## src/rtl/fir_sequencer_if.sv

```systemverilog
// Handshake bundle between the FIR front-end sequencer, its sample source/sink and the FIR core.
// The sequencer uses the slave view; the environment around it uses the master view.
interface fir_sequencer_if;
  logic signed [15:0] s_data;
  logic               s_valid;
  logic               s_ready;
  logic signed [15:0] m_data;
  logic               m_valid;
  logic               m_ready;
  logic signed [15:0] fir_in;
  logic               fir_input_ready;
  logic               fir_output_ready;
  logic signed [15:0] fir_out;
  logic               fir_rst;
  logic               err;

  modport master (
    output s_data, s_valid, m_ready, fir_output_ready, fir_out,
    input  s_ready, m_data, m_valid, fir_in, fir_input_ready, fir_rst, err
  );

  modport slave (
    input  s_data, s_valid, m_ready, fir_output_ready, fir_out,
    output s_ready, m_data, m_valid, fir_in, fir_input_ready, fir_rst, err
  );
endinterface

```

## src/rtl/fir_sequencer.sv

```systemverilog
// Buffers samples in a small FIFO, issues them one at a time to the 16-tap FIR, captures each
// result onto a valid/ready output, and resets the FIR through a watchdog if it stops answering.
module fir_sequencer #(
  parameter int unsigned DEPTH   = 4,
  parameter int unsigned TIMEOUT = 32
) (
  input logic            ck,
  input logic            rst,
  fir_sequencer_if.slave bus
);
  localparam int unsigned AW = $clog2(DEPTH);
  localparam int unsigned CW = AW + 1;
  localparam int unsigned WW = $clog2(TIMEOUT);

  typedef enum logic [2:0] {StIdle, StIssue, StBusy, StCapture, StHold} state_e;

  state_e             state_q;
  logic signed [15:0] mem_q [DEPTH];
  logic [AW-1:0]      wptr_q, rptr_q;
  logic [CW-1:0]      count_q;
  logic [WW-1:0]      wd_q;
  logic signed [15:0] fir_in_q, m_data_q;
  logic               fir_ir_q, fir_rst_q, m_valid_q, err_q;

  logic full, empty, push, pop, cap_load, hold_load;

  assign full      = (count_q == CW'(DEPTH));
  assign empty     = (count_q == '0);
  assign push      = bus.s_valid && bus.s_ready;
  assign cap_load  = (state_q == StCapture) && (!m_valid_q || bus.m_ready);
  assign hold_load = (state_q == StHold) && bus.m_ready;
  // Popping straight out of CAPTURE/HOLD keeps issues 20 cycles apart under full throughput.
  assign pop       = !empty && ((state_q == StIdle) || cap_load || hold_load);

  assign bus.s_ready         = rst && !full;
  assign bus.m_data          = m_data_q;
  assign bus.m_valid         = m_valid_q;
  assign bus.fir_in          = fir_in_q;
  assign bus.fir_input_ready = fir_ir_q;
  assign bus.fir_rst         = fir_rst_q;
  assign bus.err             = err_q;

  always_ff @(posedge ck) begin
    if (!rst) begin
      state_q   <= StIdle;
      wptr_q    <= '0;
      rptr_q    <= '0;
      count_q   <= '0;
      wd_q      <= '0;
      fir_in_q  <= '0;
      m_data_q  <= '0;
      fir_ir_q  <= 1'b0;
      fir_rst_q <= 1'b1;
      m_valid_q <= 1'b0;
      err_q     <= 1'b0;
    end else begin
      if (push) begin
        mem_q[wptr_q] <= bus.s_data;
        wptr_q        <= wptr_q + AW'(1);
      end
      if (pop) begin
        fir_in_q <= mem_q[rptr_q];
        rptr_q   <= rptr_q + AW'(1);
      end
      if (push && !pop) begin
        count_q <= count_q + CW'(1);
      end else if (pop && !push) begin
        count_q <= count_q - CW'(1);
      end

      fir_ir_q  <= 1'b0;
      fir_rst_q <= 1'b0;
      if (m_valid_q && bus.m_ready) begin
        m_valid_q <= 1'b0;
      end
      if (bus.fir_output_ready && (state_q != StBusy)) begin
        err_q <= 1'b1;
      end

      unique case (state_q)
        StIdle: begin
          if (pop) begin
            fir_ir_q <= 1'b1;
            state_q  <= StIssue;
          end
        end
        StIssue: begin
          wd_q    <= '0;
          state_q <= StBusy;
        end
        StBusy: begin
          // A result arriving on the final watchdog cycle still wins.
          if (bus.fir_output_ready) begin
            state_q <= StCapture;
          end else if (wd_q == WW'(TIMEOUT - 1)) begin
            err_q     <= 1'b1;
            fir_rst_q <= 1'b1;
            state_q   <= StIdle;
          end else begin
            wd_q <= wd_q + WW'(1);
          end
        end
        StCapture, StHold: begin
          if (cap_load || hold_load) begin
            m_data_q  <= bus.fir_out;
            m_valid_q <= 1'b1;
            fir_ir_q  <= pop;
            state_q   <= pop ? StIssue : StIdle;
          end else begin
            state_q <= StHold;
          end
        end
        default: state_q <= StIdle;
      endcase
    end
  end
endmodule

```

## src/flat_wrapper.sv

```systemverilog
// flat-port wrapper written by rule: the top's interface ports become plain ports
module fir_sequencer_flat 
#(
  parameter int unsigned DEPTH   = 4,
  parameter int unsigned TIMEOUT = 32
)
  (ck, rst, bus_s_data, bus_s_valid, bus_m_ready, bus_fir_output_ready, bus_fir_out, bus_s_ready, bus_m_data, bus_m_valid, bus_fir_in, bus_fir_input_ready, bus_fir_rst, bus_err);
  fir_sequencer_if bus_i ();
  input logic ck;
  input logic rst;
  input wire logic [$bits(bus_i.s_data)-1:0] bus_s_data;
  input wire logic [$bits(bus_i.s_valid)-1:0] bus_s_valid;
  input wire logic [$bits(bus_i.m_ready)-1:0] bus_m_ready;
  input wire logic [$bits(bus_i.fir_output_ready)-1:0] bus_fir_output_ready;
  input wire logic [$bits(bus_i.fir_out)-1:0] bus_fir_out;
  output wire logic [$bits(bus_i.s_ready)-1:0] bus_s_ready;
  output wire logic [$bits(bus_i.m_data)-1:0] bus_m_data;
  output wire logic [$bits(bus_i.m_valid)-1:0] bus_m_valid;
  output wire logic [$bits(bus_i.fir_in)-1:0] bus_fir_in;
  output wire logic [$bits(bus_i.fir_input_ready)-1:0] bus_fir_input_ready;
  output wire logic [$bits(bus_i.fir_rst)-1:0] bus_fir_rst;
  output wire logic [$bits(bus_i.err)-1:0] bus_err;
  assign bus_i.s_data = bus_s_data;
  assign bus_i.s_valid = bus_s_valid;
  assign bus_i.m_ready = bus_m_ready;
  assign bus_i.fir_output_ready = bus_fir_output_ready;
  assign bus_i.fir_out = bus_fir_out;
  assign bus_s_ready = bus_i.s_ready;
  assign bus_m_data = bus_i.m_data;
  assign bus_m_valid = bus_i.m_valid;
  assign bus_fir_in = bus_i.fir_in;
  assign bus_fir_input_ready = bus_i.fir_input_ready;
  assign bus_fir_rst = bus_i.fir_rst;
  assign bus_err = bus_i.err;
  fir_sequencer #(.DEPTH(DEPTH), .TIMEOUT(TIMEOUT)) u_core (.ck(ck), .rst(rst), .bus(bus_i));
endmodule
```

## config.mk

```make
export PLATFORM = sky130hd
export DESIGN_NAME = fir_sequencer_flat
export DESIGN_NICKNAME = d
export VERILOG_FILES = /design/src/rtl/fir_sequencer_if.sv /design/src/rtl/fir_sequencer.sv /design/src/flat_wrapper.sv
export SDC_FILE = /design/constraint.sdc
export NUM_CORES = 1
export LEC_CHECK = 0
export ABC_AREA = 1
export CELL_PAD_IN_SITES_DETAIL_PLACEMENT = 0
export CELL_PAD_IN_SITES_GLOBAL_PLACEMENT = 1
export CORE_MARGIN = 5
export CORE_UTILIZATION = 42
export CTS_BUF_LIST = sky130_fd_sc_hd__clkbuf_2 sky130_fd_sc_hd__clkbuf_4 sky130_fd_sc_hd__clkbuf_8
export CTS_CLUSTER_SIZE = 28
export DETAILED_ROUTE_END_ITERATION = 12
export HOLD_SLACK_MARGIN = 0.02
export PLACE_DENSITY = 0.79
export SYNTH_ARGS = -nofsm -noshare
export SYNTH_HDL_FRONTEND = slang
export SYNTH_SLANG_ARGS = --single-unit
```

## constraint.sdc

```tcl
create_clock -name ck -period 2.66 [get_ports ck]
set_input_delay 0.399 -clock ck [delete_from_list [all_inputs] [get_ports ck]]
set_output_delay 0.399 -clock ck [all_outputs]
set_load 0.03 [all_outputs]
```

Word-level counts from Yosys, hierarchy flattened:

Memories as Yosys holds them, arrays and structs flattened. A register that Yosys moved wholly into a read port is not among the register bits.
Cells that the tools add are included.

* flip-flop bits (word level): 35
* memory bits (writable): 64
* bits of input ports: 37
* logic and storage cells: 81
* memories: 1

Memories
* u_core.mem_q: words 4, bits a word 16, rd ports 1, clocked after memory_dff 1, wr ports 1, line fir_sequencer.sv:18 `logic signed [15:0] mem_q [DEPTH];`

* $add $sub $neg: 5
* equal/unequal tests: 11
* muxes and demuxes: 27
* reductions and logical operators: 27

Operators with widths (count)
* 3-bit 2-to-1 mux: 6
* 1-bit 2-to-1 mux: 16
* 3-bit case mux with 4 select lines: 1
* 5-bit 2-to-1 mux: 2
* 5-bit case mux with 2 select lines: 1
* 1-bit logical AND: 9
* 3-bit by 2-bit equality test with 1-bit output, second input constant: 2
* 3-bit equality test, second input constant: 2
* 1-bit logical NOT: 6
* 3-bit logical NOT: 2
* 3-bit by 2-bit inequality test with 1-bit output, second input constant: 2
* 5-bit by 1-bit adder with 5-bit output, second input constant: 1
* 5-bit equality test, second input constant: 1
* 2-bit by 1-bit adder with 2-bit output, second input constant: 2
* 1-bit logical OR: 4
* 2-bit inequality test, second input constant: 2
* 2-bit AND reduction: 2
* 2-bit nonzero test: 2
* 3-bit by 1-bit adder with 3-bit output, second input constant: 1
* 3-bit by 1-bit equality test with 1-bit output, second input constant: 1
* 3-bit AND reduction: 1
* 3-bit by 1-bit subtractor with 3-bit output, second input constant: 1
* 2-bit by 1-bit inequality test with 1-bit output, second input constant: 1
* 1-bit case mux with 2 select lines: 1
* 2-bit OR reduction: 1

Depth between registers and ports, before layout:

* word-level depth: 9
* mapped depth: 12

Worst setup path before layout:

Ideal clock, no wire load.

* path type: flip-flop to flip-flop
* start: register u_core.m_valid_q (netlist: u_core.bus.m_valid)
* end: register u_core.count_q[2]
* library setup time: 0.122 ns
* arrival time: 1.926 ns
* required time: 2.538 ns
* slack: 0.612 ns
* stages on the path, launching flop included: 12
* path buffers: 0
* clock period less this slack: 2.048 ns
* cell sequence: dfxtp_1 > nand2_1 > nand2_2 > nand3_4 > nand2_4 > ha_1 > inv_1 > fa_1 > a21oi_1 > o21ai_0 > o21ai_0 > a21oi_1

* cells in the longest elaborated chain, start to end: 9
* elaborated cells between the ends (all ways): 11

RTL lines
* from (decl): line fir_sequencer.sv:23 `logic fir_ir_q, fir_rst_q, m_valid_q, err_q;`
* from (signal assigned): line fir_sequencer.sv:54 `m_valid_q <= 1'b0;`
* from (signal assigned): line fir_sequencer.sv:74 `m_valid_q <= 1'b0;`
* from (signal assigned): line fir_sequencer.sv:106 `m_valid_q <= 1'b1;`
* 1-bit logical NOT *: line fir_sequencer.sv:30 `assign cap_load = (state_q == StCapture) && (!m_valid_q || bus.m_ready);`
* 1-bit logical OR *: line fir_sequencer.sv:30
* 1-bit logical AND *: line fir_sequencer.sv:30
* 1-bit logical OR * (2 in series): line fir_sequencer.sv:33 `assign pop = !empty && ((state_q == StIdle) || cap_load || hold_load);`
* 1-bit logical AND *: line fir_sequencer.sv:33
* 1-bit logical NOT: line fir_sequencer.sv:65 `if (push && !pop) begin`
* 1-bit logical AND: line fir_sequencer.sv:65
* 3-bit 2-to-1 mux or 2-bit nonzero test (tied branches)
* to (signal assigned): line fir_sequencer.sv:66 `count_q <= count_q + CW'(1);`
* to (signal assigned): line fir_sequencer.sv:68 `count_q <= count_q - CW'(1);`
* to (decl): line fir_sequencer.sv:20 `logic [CW-1:0] count_q;`

Every way passes the cells marked *; elsewhere a longest branch is shown, timed or not.
A chain may end at the register's enable or synchronous reset.

Worst setup path after layout:

* start: register u_core.state_q[2]
* end: register u_core.count_q[2]

* cells in the longest elaborated chain, start to end: 8
* elaborated cells between the ends (all ways): 13

RTL lines
* from (decl): line fir_sequencer.sv:17 `state_e state_q;`
* from (signal assigned): line fir_sequencer.sv:45 `state_q <= StIdle;`
* from (signal assigned): line fir_sequencer.sv:84 `state_q <= StIssue;`
* from (signal assigned): line fir_sequencer.sv:89 `state_q <= StBusy;`
* 3-bit by 2-bit equality test with 1-bit output: line fir_sequencer.sv:30
* 1-bit logical AND: line fir_sequencer.sv:30
* 1-bit logical OR: line fir_sequencer.sv:33
* 1-bit logical OR *: line fir_sequencer.sv:33
* 1-bit logical AND *: line fir_sequencer.sv:33
* 1-bit logical NOT: line fir_sequencer.sv:65
* 1-bit logical AND: line fir_sequencer.sv:65
* 3-bit 2-to-1 mux or 2-bit nonzero test (tied branches)

Marks and branches as above.

==> out/qor.yml <==
critical_path:
  timing.critical_path.buf_inv: 2
  register_to_register_setup_slack_ns: 0.65
  setup.worst_path.class: "register to register"
  cp-start-kind: "register"
  cpPeakStageDelay_ns: 0.43
  timing.critical_path.max_delay_family: "adder cells"
  worstReg2RegStart: "u_core.state_q[2]"
  cp-end-kind: "register"
  cp_data_required_time_ns: 2.97
  reg2reg_to: "u_core.count_q[2]"
  critical-path-slowest-cell: "sky130_fd_sc_hd__dfxtp_1"
  cp_data_arrival_time_ns: 2.32
  crit_chain: "inv_1 > nand2_2 > nand3_4 > nand2_4 > ha_1 > inv_1 > fa_1 > a21oi_1 > o21ai_0 > o21ai_0 > a21oi_1"
  crit_path_max_fanout: 5
  r2r.worst_path.cells: 11
power_and_ir_drop:
  power_switching_share: 0.3615
  static_power_due_to_leakage_uw: 0.002802
  worst_ir_drop_vdd_v: 0.0005357
  share_comb_of_total_power: 0.365
  post-layout-total-power_uw: 6204
  power_report.internal_total_uw: 3961
  clkPwrFrac: 0.270
  power_frac_seq: 0.364
  total_switching_power_uw: 2242
  power.density_nw_per_um2: 997.8
floorplanning:
  die_h_um: 118.2
  ios: 74
  die-width_um: 118.2
  floorplan.core_area_um2: 11470
  fp.dieArea_um2: 13960
  initial_util: 0.4285
  row_count: 39
logic_synthesis:
  synth.yosys.warnings: 0
  synth_area_um2: 4913
  synth_area_per_cell_um2: 8.821
  synth_seq_cells: 115
  synth.yosys.seq_area_share: 0.5989
  post-synth-top-area-fraction: 0.3911
  synth_top_cell_by_area: "sky130_fd_sc_hd__edfxtp_1"
  synth.area.top_cells: "sky130_fd_sc_hd__edfxtp_1 (39%), sky130_fd_sc_hd__dfxtp_1 (21%), sky130_fd_sc_hd__nand2_1 (8.6%)"
  synth_cell_type_count: 33
  post_synth_inst_count: 557
  synthesized_nets: 602
cells_and_area:
  antenna_cell_count: 0
  mostFrequentLayoutCell: "sky130_fd_sc_hd__nand2_1"
  area_growth_syn_to_fin_pct: 26.53
  final_cell_mix: "sky130_fd_sc_hd__nand2_1 (113), sky130_fd_sc_hd__inv_1 (102), sky130_fd_sc_hd__nor2_1 (79)"
  final_cell_count_no_fill: 796
  layout-drive-gt1-share: 0.08116
  nNetsFinal: 685
clock_tree:
  largest_buffer_count_on_any_clock_path: 2
  clkTransAtPathRegs_ns: 0.07
  cts_resized: 0
  numCtsBuffers: 17
  cts_max_level: 4
  cts.sink_count: 115
  cts_hold_buffers_added: 0
  clock_insertion_delay_worst_skew_ns: 0.43
  post-cts-setup-buffer-count: 0
  clock-root-buffer: "sky130_fd_sc_hd__clkbuf_8"
  tritoncts_clock_tree: "yes"
routing:
  drt-pass1-iter-count: 4
  drc_errors: 0
  routed_antenna_nets: 0
  postRouteWirelength_mm: 10.56
  detailedRoute.firstIterationViolations: 209
  detailroute.via_count: 3764
  drt-wirelength-per-cell_um: 13.27
  post_drt_via_cell_ratio: 4.729
hold_path:
  whs_path_depth: 2
  worst_hold_path_type: "register to register"
  hp-start: "u_core.bus.fir_in[13]"
  timing.hold.worst_endpoint: "u_core.bus.fir_in[13]"
place:
  place_congestion: 0.7566
  place_worst_setup_slack_ns: 0.2450
  detailedPlacementHpwl_mm: 6.865
  dpl.cell_count: 764
  port_buffers: 73
sta:
  final_min_period_over_clock_period: 0.7567
  fin_setup_tns_ns: 0
  setup_repair_after_global_routing_missed_its_margin: "no"
  final_period_minus_worst_setup_slack_ns: 2.013
  finalSetupViolations: 0
  drv_slew: 0
  finalWorstSetupSlack_ns: 0.6471
  timing.slew.headroom: 0.3048
  finalHoldViolCount: 0
  clock_skew_ns: 0.009777
  highest_attainable_clock_frequency_mhz: 496.8
  worst-slew-pin-transition_ns: 1.042
grt:
  grt_start_max_net_pins: 43
  antenna_found_initial: 0
  vias_in_the_first_global_route: 3841
  grt.overflow.total: 0
  global_route.usage.total: 0.1624
  grt_first_pass_wirelength_mm: 18.05
outcome:
  outcome: "finished, final reports clean"
run:
  maxCapViolCount: 0
kinds of logic (layout without fill, tap and decap cells):
kind of cell             after synthesis  in the layout  share of synthesized area
AO/OA/AOI/OAI                         42             42                    0.04533
XOR/XNOR                               1              1                   0.001783
adder cells (fa/ha/maj)                8              8                    0.02190
buffers and inverters                126            222                     0.1029
flip-flops                           115            115                     0.5989
AND/OR/NAND/NOR                      265            265                     0.2292
Yosys cell counts:
| master | number |
|---|---|
| sky130_fd_sc_hd__buf_8 | 1 |
| sky130_fd_sc_hd__o21a_1 | 1 |
| sky130_fd_sc_hd__clkbuf_1 | 8 |
| sky130_fd_sc_hd__nor2_2 | 2 |
| sky130_fd_sc_hd__nor2_1 | 79 |
| sky130_fd_sc_hd__dfxtp_1 | 51 |
| sky130_fd_sc_hd__ha_1 | 7 |
| sky130_fd_sc_hd__nand3_2 | 2 |
| sky130_fd_sc_hd__edfxtp_1 | 64 |
| sky130_fd_sc_hd__xor2_1 | 1 |
| sky130_fd_sc_hd__nor3_1 | 2 |
| sky130_fd_sc_hd__o21ai_0 | 25 |
| sky130_fd_sc_hd__buf_1 | 1 |
| sky130_fd_sc_hd__clkbuf_2 | 1 |
| sky130_fd_sc_hd__nand2_4 | 1 |
| sky130_fd_sc_hd__nor3b_1 | 1 |
| sky130_fd_sc_hd__nand2_1 | 113 |
| sky130_fd_sc_hd__a31oi_1 | 2 |
| sky130_fd_sc_hd__o21bai_1 | 1 |
| sky130_fd_sc_hd__inv_1 | 102 |
| sky130_fd_sc_hd__nand3_1 | 59 |
| sky130_fd_sc_hd__buf_2 | 9 |
| sky130_fd_sc_hd__inv_2 | 1 |
| sky130_fd_sc_hd__buf_4 | 1 |
| sky130_fd_sc_hd__or2_2 | 1 |
| sky130_fd_sc_hd__nand4_1 | 1 |
| sky130_fd_sc_hd__nand3_4 | 1 |
| sky130_fd_sc_hd__nand2_2 | 3 |
| sky130_fd_sc_hd__inv_6 | 1 |
| sky130_fd_sc_hd__fa_1 | 1 |
| sky130_fd_sc_hd__clkinv_1 | 1 |
| sky130_fd_sc_hd__a22oi_1 | 2 |
| sky130_fd_sc_hd__a21oi_1 | 11 |
stage by stage:
step	hold slack, ns	utilization	cell area [µm²]
2_1_floorplan	0.4713	-	4913
3_3_place_gp	0.4650	0.5062	5804
3_5_place_dp	0.4767	0.5062	5804
4_1_cts	0.4888	0.5422	6217
5_1_grt	0.5183	0.5422	6217
6_report	0.4816	0.5422	6217
final cells by class:
| cell class | instances | area [µm²] |
|---|---|---|
| clock inverter | 13 | 163.9 |
| clock buffer | 19 | 249.0 |
| tap | 143 | 178.9 |
| fill | 1048 | 5250 |
| timing repair buffer | 85 | 818.3 |
| sequential | 115 | 2943 |
| multi-input combinational | 316 | 1465 |
| inverter | 105 | 399.1 |
sequential cells by signal, indices dropped and copies added, names as in the netlist:
name	flops
u_core.mem_q	64
u_core.bus.fir_in	16
u_core.bus.m_data	16
u_core.wd_q	5
u_core.count_q	3
u_core.state_q	3
u_core.rptr_q	2
u_core.wptr_q	2
u_core.bus.err	1
u_core.bus.fir_input_ready	1
u_core.bus.fir_rst	1
u_core.bus.m_valid	1
worst min-delay path, stage by stage (launching register included):
cell and delay (ns):
sky130_fd_sc_hd__dfxtp_1 0.33, sky130_fd_sc_hd__nor2_1 0.05, sky130_fd_sc_hd__nor2_1 0.08
power by group through the flow:
stage | Sequential, µW | Combinational, µW | Clock (µW)
final | 2260 | 2270 | 1680
after global routing | 2290 | 2570 | 1810
after CTS | 2260 | 2300 | 1720
after detailed placement | 2300 | 2290 | 0
after global placement | 2290 | 2250 | 0
after floorplan | 2540 | 1340 | 0
how the worst max path moves through the flow:
stage,start,end,cells after the start
after global routing,u_core.state_q[2],u_core.count_q[2],11
after CTS,u_core.state_q[2],u_core.count_q[2],11
after floorplan,u_core.bus.m_valid,u_core.count_q[2],11
after global placement,bus_m_ready,u_core.count_q[2],13
after detailed placement,bus_m_ready,u_core.count_q[2],13
final,u_core.state_q[2],u_core.count_q[2],11
per-layer routing:
| layer | up-vias | GRT usage | wire, µm |
|---|---|---|---|
| met2 | 64 | 0.2788 | 5303 |
| li1 | 1918 | - | - |
| met3 | 19 | 0.04489 | 399 |
| met4 | 0 | 0.07527 | 236 |
| met5 | - | 0 | 0 |
| met1 | 1763 | 0.1881 | 4621 |
(Power assumes the default switching activity.)
